### src/rtl/byte_array_seq_pkg.sv
// Shared types and sizing for the byte array sequencer.
package byte_array_seq_pkg;

    localparam int unsigned BYTE_COUNT = 4;
    localparam int unsigned BYTE_WIDTH = 8;
    localparam int unsigned LANE_WIDTH = 2;
    localparam int unsigned WORD_WIDTH = BYTE_COUNT * BYTE_WIDTH;

    typedef enum logic [1:0] {
        IDLE  = 2'd0,
        FETCH = 2'd1,
        EMIT  = 2'd2
    } seq_state_t;

    // Maps an order position to a lane (and back): reversal is a bitwise invert on 2 bits.
    function automatic logic [LANE_WIDTH-1:0] lane_at(input logic [LANE_WIDTH-1:0] pos,
                                                      input bit msb_first);
        return msb_first ? ~pos : pos;
    endfunction

endpackage

### src/rtl/byte_mask_next_lane.sv
// Picks the first (start=1) or the following (start=0) enabled lane in the configured order.
module byte_mask_next_lane
    import byte_array_seq_pkg::*;
#(
    parameter bit MSB_FIRST = 1'b0
) (
    input  logic [BYTE_COUNT-1:0] mask,
    input  logic [LANE_WIDTH-1:0] lane,
    input  logic                  start,
    output logic [LANE_WIDTH-1:0] next_lane,
    output logic                  none_left
);

    localparam int unsigned POS_WIDTH = LANE_WIDTH + 1;

    logic [POS_WIDTH-1:0]  start_pos;
    logic [LANE_WIDTH-1:0] cand;

    // Scan order positions from last to first so the earliest qualifying position wins.
    always_comb begin
        next_lane = '0;
        none_left = 1'b1;
        cand      = '0;
        start_pos = start ? '0 : (POS_WIDTH'(lane_at(lane, MSB_FIRST)) + POS_WIDTH'(1));
        for (int p = BYTE_COUNT - 1; p >= 0; p--) begin
            cand = lane_at(LANE_WIDTH'(p), MSB_FIRST);
            if ((POS_WIDTH'(p) >= start_pos) && mask[cand]) begin
                next_lane = cand;
                none_left = 1'b0;
            end
        end
    end

endmodule

### src/rtl/byte_array_sequencer.sv
// Loads 32-bit words into the byte array processor and drains enabled lanes as a byte stream.
module byte_array_sequencer
    import byte_array_seq_pkg::*;
#(
    parameter bit          MSB_FIRST   = 1'b0,
    parameter int unsigned COUNT_WIDTH = 16
) (
    input  logic                   clock,
    input  logic                   reset,
    input  logic                   word_valid,
    input  logic [WORD_WIDTH-1:0]  word_data,
    input  logic [BYTE_COUNT-1:0]  word_byte_mask,
    output logic                   word_ready,
    output logic                   proc_write_enable,
    output logic [WORD_WIDTH-1:0]  proc_data_word,
    output logic [LANE_WIDTH-1:0]  proc_byte_select,
    input  logic [BYTE_WIDTH-1:0]  proc_selected_byte,
    input  logic                   proc_byte_parity,
    output logic                   byte_valid,
    output logic [BYTE_WIDTH-1:0]  byte_data,
    output logic                   byte_parity,
    output logic [LANE_WIDTH-1:0]  byte_index,
    output logic                   byte_last,
    output logic                   word_parity,
    input  logic                   byte_ready,
    output logic                   busy,
    output logic [COUNT_WIDTH-1:0] words_done
);

    seq_state_t            state;
    logic [LANE_WIDTH-1:0] lane;
    logic [BYTE_COUNT-1:0] mask_q;
    logic                  parity_acc;

    logic [BYTE_COUNT-1:0] scan_mask;
    logic                  scan_start;
    logic [LANE_WIDTH-1:0] scan_next;
    logic                  scan_none;

    // In IDLE the scanner looks at the incoming mask for the first lane; otherwise it advances.
    assign scan_mask  = (state == IDLE) ? word_byte_mask : mask_q;
    assign scan_start = (state == IDLE);

    byte_mask_next_lane #(
        .MSB_FIRST (MSB_FIRST)
    ) u_next_lane (
        .mask      (scan_mask),
        .lane      (lane),
        .start     (scan_start),
        .next_lane (scan_next),
        .none_left (scan_none)
    );

    // State-decoded handshake flags and the processor load path, live only in IDLE.
    assign word_ready        = (state == IDLE);
    assign busy              = (state != IDLE);
    assign byte_valid        = (state == EMIT);
    assign proc_write_enable = word_ready & word_valid;
    assign proc_data_word    = word_ready ? word_data : '0;
    assign word_parity       = parity_acc;

    // Sequencer FSM with registered byte outputs, lane pointer and word counter.
    always_ff @(posedge clock) begin
        if (reset) begin
            state            <= IDLE;
            lane             <= '0;
            mask_q           <= '0;
            parity_acc       <= 1'b0;
            proc_byte_select <= '0;
            byte_data        <= '0;
            byte_parity      <= 1'b0;
            byte_index       <= '0;
            byte_last        <= 1'b0;
            words_done       <= '0;
        end else begin
            case (state)
                IDLE: begin
                    if (word_valid) begin
                        mask_q <= word_byte_mask;
                        if (!scan_none) begin
                            lane             <= scan_next;
                            proc_byte_select <= scan_next;
                            state            <= FETCH;
                        end
                    end
                end
                FETCH: begin
                    byte_data   <= proc_selected_byte;
                    byte_parity <= proc_byte_parity;
                    byte_index  <= lane;
                    byte_last   <= scan_none;
                    parity_acc  <= parity_acc ^ proc_byte_parity;
                    if (!scan_none) begin
                        lane <= scan_next;
                    end
                    state <= EMIT;
                end
                EMIT: begin
                    if (byte_ready) begin
                        if (byte_last) begin
                            words_done <= words_done + COUNT_WIDTH'(1);
                            parity_acc <= 1'b0;
                            state      <= IDLE;
                        end else begin
                            proc_byte_select <= lane;
                            state            <= FETCH;
                        end
                    end
                end
                default: state <= IDLE;
            endcase
        end
    end

endmodule

### config.mk
export PLATFORM = sky130hd
export DESIGN_NAME = byte_array_sequencer
export DESIGN_NICKNAME = d
export VERILOG_FILES = /design/src/rtl/byte_array_seq_pkg.sv /design/src/rtl/byte_mask_next_lane.sv /design/src/rtl/byte_array_sequencer.sv
export SDC_FILE = /design/constraint.sdc
export NUM_CORES = 1
export LEC_CHECK = 0
export BUFFER_PORTS_ARGS = -buffer_cell sky130_fd_sc_hd__buf_2
export CORE_UTILIZATION = 44
export CTS_CLUSTER_SIZE = 28
export DETAILED_ROUTE_END_ITERATION = 8
export MAX_ROUTING_LAYER = met4
export PLACE_DENSITY = 0.81
export SYNTH_ARGS = -nofsm -noshare
export SYNTH_HDL_FRONTEND = slang
export SYNTH_SLANG_ARGS = --single-unit
### constraint.sdc
create_clock -name clock -period 2.1 [get_ports clock]
set_input_delay 0.21 -clock clock [delete_from_list [all_inputs] [get_ports clock]]
set_output_delay 0.21 -clock clock [all_outputs]
set_load 0.1 [all_outputs]
# Word-level counts from Yosys, hierarchy flattened
# Cells that the tools add are included.
# classes
n_addsub	2
magnitude_cmp	4
n_eq_ne	7
mux	27
bitwise	2
n_reduce_logical	15
# op_table
op	count
$mux W32	1
$mux W2	13
$add A16 B1 Y16 const B	1
$reduce_and A3 Y1	3
$pmux W2 S2	2
$reduce_bool A2 Y1	4
$mux W1	7
$ge A1 B3 Y1 const A	2
$ge A2 B3 Y1 const A	2
$ne A2 B2 Y1 const B	3
$pmux W2 S3	1
$reduce_and A5 Y1	1
$logic_and A1 B1 Y1	4
$mux W4	1
$ne A2 B1 Y1 const B	2
$reduce_and A2 Y1	2
$add A2 B1 Y3 const B	1
$mux W3	1
$eq A2 B1 Y1 const B	1
$eq A2 B2 Y1 const B	1
$logic_not A2 Y1	1
$pmux W1 S2	1
$and A1 B1 Y1	1
$xor A1 B1 Y1	1
# totals
reg_bits	39
output_inout_bits	67
wordCells	67

# Longest topological paths before layout
# depth
depth_word	11
ltp_mapped	7

# Modules after synthesis
# A second synthesis with hierarchy kept.
# hier_totals
cells_unflattened	244
area_unflattened_um2	2005.7
# by_module_without_submodules
mod	instances	cells_per_inst	area_each_um2
byte_array_sequencer	1	227	1886.8
byte_mask_next_lane	1	17	118.9

# Worst setup path before layout
# No wires, ideal clock.
# synth_path
kind	register -> output
startpoint	reg state[0]
endpoint	out proc_data_word[22]
arrival_time_ns	2.421
required_time_ns	1.890
setup_slack_ns	-0.531
path_stages_with_launch	5
cell_sequence	dfxtp_1 > buf_6 > nor2_4 > clkbuf_1 > and2_1
# synth_via
elab_chain_cells	2
# synth_lines
element	line_no	text
start: declaration	byte_array_sequencer.sv:30	seq_state_t state;
start signal: assignment	byte_array_sequencer.sv:65	state <= IDLE;
start signal: assignment	byte_array_sequencer.sv:83	state <= FETCH;
start signal: assignment	byte_array_sequencer.sv:96	state <= EMIT;
$logic_not A2 Y1	byte_array_sequencer.sv:55	assign word_ready = (state == IDLE);
named net word_ready	byte_array_sequencer.sv:13	output logic word_ready,
$mux W32	byte_array_sequencer.sv:59	assign proc_data_word = word_ready ? word_data : '0;
end: declaration	byte_array_sequencer.sv:15	output logic [WORD_WIDTH-1:0] proc_data_word,
# The timed path passes the listed nets, and every way through them passes these cells.

# Worst setup path after layout
# layout_path
startpoint	reg state[1]
endpoint	out proc_data_word[20]
# layout_via
elab_chain_cells	2
# layout_lines
element	line_no
$logic_not A2 Y1	byte_array_sequencer.sv:55
$mux W32	byte_array_sequencer.sv:59
# Every way passes these cells.

==> reports/results.ini <==
[die]
die_h_um = 69.2
fp.coreArea_mm2 = 0.00435
die_x_um = 69.2
io_pins = 116
start_util_pct = 45.6
dieArea_mm2 = 0.00479
num_rows = 24

[yosys]
ys_async_sr_fraction_pct = 0
synth_nets = 292
synth_most_common_cell = dfxtp_1
yosys_warnings = 0
synth_edf_count = 0
synth_area_leader_cell = dfxtp_1
synthAdderAreaFrac_pct = 1.26
avgSynthCellArea_um2 = 8.24
yosysSeqAreaShare_pct = 39.3
synth_top_area_share_pct = 39.3
ys.flop_type = dfxtp_1
ys_seq_elements = 39
synth_cell_type_count = 41
synth_top_cells_by_area = dfxtp_1 (39%), and2_1 (10%), nand2_1 (6.2%)
synth_compound_area_share_pct = 12.1
synth_area_mm2 = 0.00199
syn_inst = 241
synthMuxAreaShare_pct = 2.52
synth_commonest_cells = dfxtp_1 (39), and2_1 (33), nand2_1 (33)
synth_top_family_by_area = simple AND/OR/NAND/NOR gates
yosys.area_share.simple_pct = 33.4
yosys.area_share.xor_xnor_pct = 7.06

[finish]
fin_cells = 407
post_route_cells_drive_above_1_share_pct = 42.5
nFillCells = 403
stdcell_area_mm2 = 0.00278
utilization_pct = 63.9
finalNetCount = 405
seq_area_um2 = 790
area_delta_synth_final_pct = 40.2
diodes = 0
multi_input_area_mm2 = 0.00113

[timing]
period_needed_ns = 1.99
skew_ns = 0.00495
min_period_over_period_pct = 94.6
worst_slack_ns = 0.114
report.final.slew_viol_count = 0
hold_ws_ns = 0.151
tightest_slew_ns = 0.515
rsz0062_at_grt = no
relSlewSlack_pct = 65.7
setup_tns_ns = 0
hold_violations = 0
max_freq_mhz = 504
final-setup-viol-count = 0

[drt]
vias_per_cell = 4.89
wl_um = 4920
first_iter_violations = 80
first_pass_iters = 4
wire_per_inst_um = 12.1
drc = 0
postRouteAntennaNets = 0
num_vias = 1991

[power]
report.power.total_mw = 2.51
pwr-share-seq_pct = 32.0
leakagePower_nw = 1.38
ir_drop_uv = 496
switching_share_pct = 45.3
internal-power_mw = 1.37
p_switching_mw = 1.14
pwr-share-comb_pct = 42.4
p_clk_share_pct = 25.6
power_density_mw_per_mm2 = 902

[placement]
portBuffers = 115
gp_congestion = 0.979
post-place-cells = 399
dp_hpwl_um = 3730
place_ws_ns = 0.254
place_area_mm2 = 0.00262

[grt]
grt_pass1_vias = 1836
grt_use_met3_pct = 4.94
grt_pass1_wl_um = 8260
use_met1_pct = 26.4
grt_max_degree = 35
grtUsageMet2_pct = 34.5
grt_util_all_layers_pct = 21.6
antenna_found_initial = 0
grt_overflow = 0
top_usage_layer = met2

[run]
cap_violations = 0

[worst_setup_path]
critPathArrivalTime_ns = 1.78
required_ns = 1.89
crit_path_end_kind = output port
rr_startpoint = lane[0]
crit_type = flop to output port
start_kind = flop
cp-startpoint = state[1]
crit_fanout = 34

[clock_network]
htreeDepth = 2
root_buffer = clkbuf_8
insertion_delay_ns = 0.29
numCtsBuffers = 5
clock-sinks = 39
clk_pin_slew_ns = 0.08
clockBufferDepth = 2
cts_hold_buf = 0
cts_tree = built

[status]
status = finished clean

[hold_path]
min-delay-start = proc_selected_byte[2]
hp-class = input pin to flop

[final timing paths]
kind	end	slack [ns]	cells after the start
max	proc_data_word[20]	0.11	4
min	byte_data[2]	0.15	3
max reg2reg	proc_byte_select[1]	0.19	6
min reg2reg	byte_data[1]	0.45	2
[worst max-delay path: stages, from the launching register on]
cell	delay (ns)
dfxtp_1	0.46
nor2_4	0.19
buf_4	0.26
and2_1	0.16
buf_2	0.42
[logic make-up (layout without fill, tap and decap cells)]
logic type      Yosys count  after routing
flops                    39             39
mux                       5              5
buf+inv                  19            133
fa+ha+maj                 2              2
simple gates            124            124
compound gates           36             36
xor+xnor                 16             16
[cell type report]
type | instances | share of cell area [%]
Clock buffer | 6 | 2.97
Clock inverter | 2 | 1.26
Inverter | 7 | 0.944
Multi-Input combinational cell | 183 | 40.6
Sequential cell | 39 | 28.4
Tap cell | 52 | 2.34
Timing Repair Buffer | 118 | 23.6
[power groups by stage]
stage	clock network [mW]	registers (mW)	logic (mW)
finish	0.644	0.804	1.06
global route	0.692	0.810	1.11
CTS	0.656	0.803	1.05
detailed placement	0	0.819	1.05
global placement	0	0.819	1.04
floorplan	0	0.941	0.756
[state kept, by name (all words and copies together), names as in the netlist]
| register | cells |
|---|---|
| words_done | 16 |
| byte_data | 8 |
| mask_q | 4 |
| byte_index | 2 |
| lane | 2 |
| proc_byte_select | 2 |
| state | 2 |
| byte_last | 1 |
| byte_parity | 1 |
| word_parity | 1 |
[cell usage in the layout (no fill, tap or decap), types with 2 or more instances in the layout]
| master | count |
|---|---|
| and3_1 | 3 |
| nor2_1 | 29 |
| clkbuf_4 | 17 |
| and2_1 | 24 |
| a221oi_1 | 2 |
| nand2_1 | 33 |
| ha_1 | 2 |
| xnor2_1 | 4 |
| buf_2 | 97 |
| nor3_1 | 2 |
| xor2_1 | 12 |
| o21ai_0 | 3 |
| nand3b_1 | 2 |
| o21bai_1 | 2 |
| and2_2 | 9 |
| nand3_1 | 5 |
| nor2b_1 | 3 |
| mux2i_1 | 5 |
| a211oi_1 | 3 |
| nand2b_1 | 4 |
| dfxtp_2 | 7 |
| a21oi_1 | 18 |
| dfxtp_1 | 32 |
| o32ai_1 | 2 |
| inv_1 | 6 |
| buf_4 | 3 |
| clkbuf_8 | 6 |
[what timing repair did]
action | in CTS | in global routing
buffers inserted | 0 | 0
setup endpoints to repair | 0 | 18
hold endpoints to repair | 0 | 0
gates resized for setup | 0 | 18
[routing by layer]
metal | vias to the layer above | share of wire, %
met2 | 55 | 49
met4 | 0 | 1.1
met3 | 6 | 4.0
li1 | 1023 | -
met5 | - | 0
met1 | 907 | 46
Power figures use the tool's default switching activity.
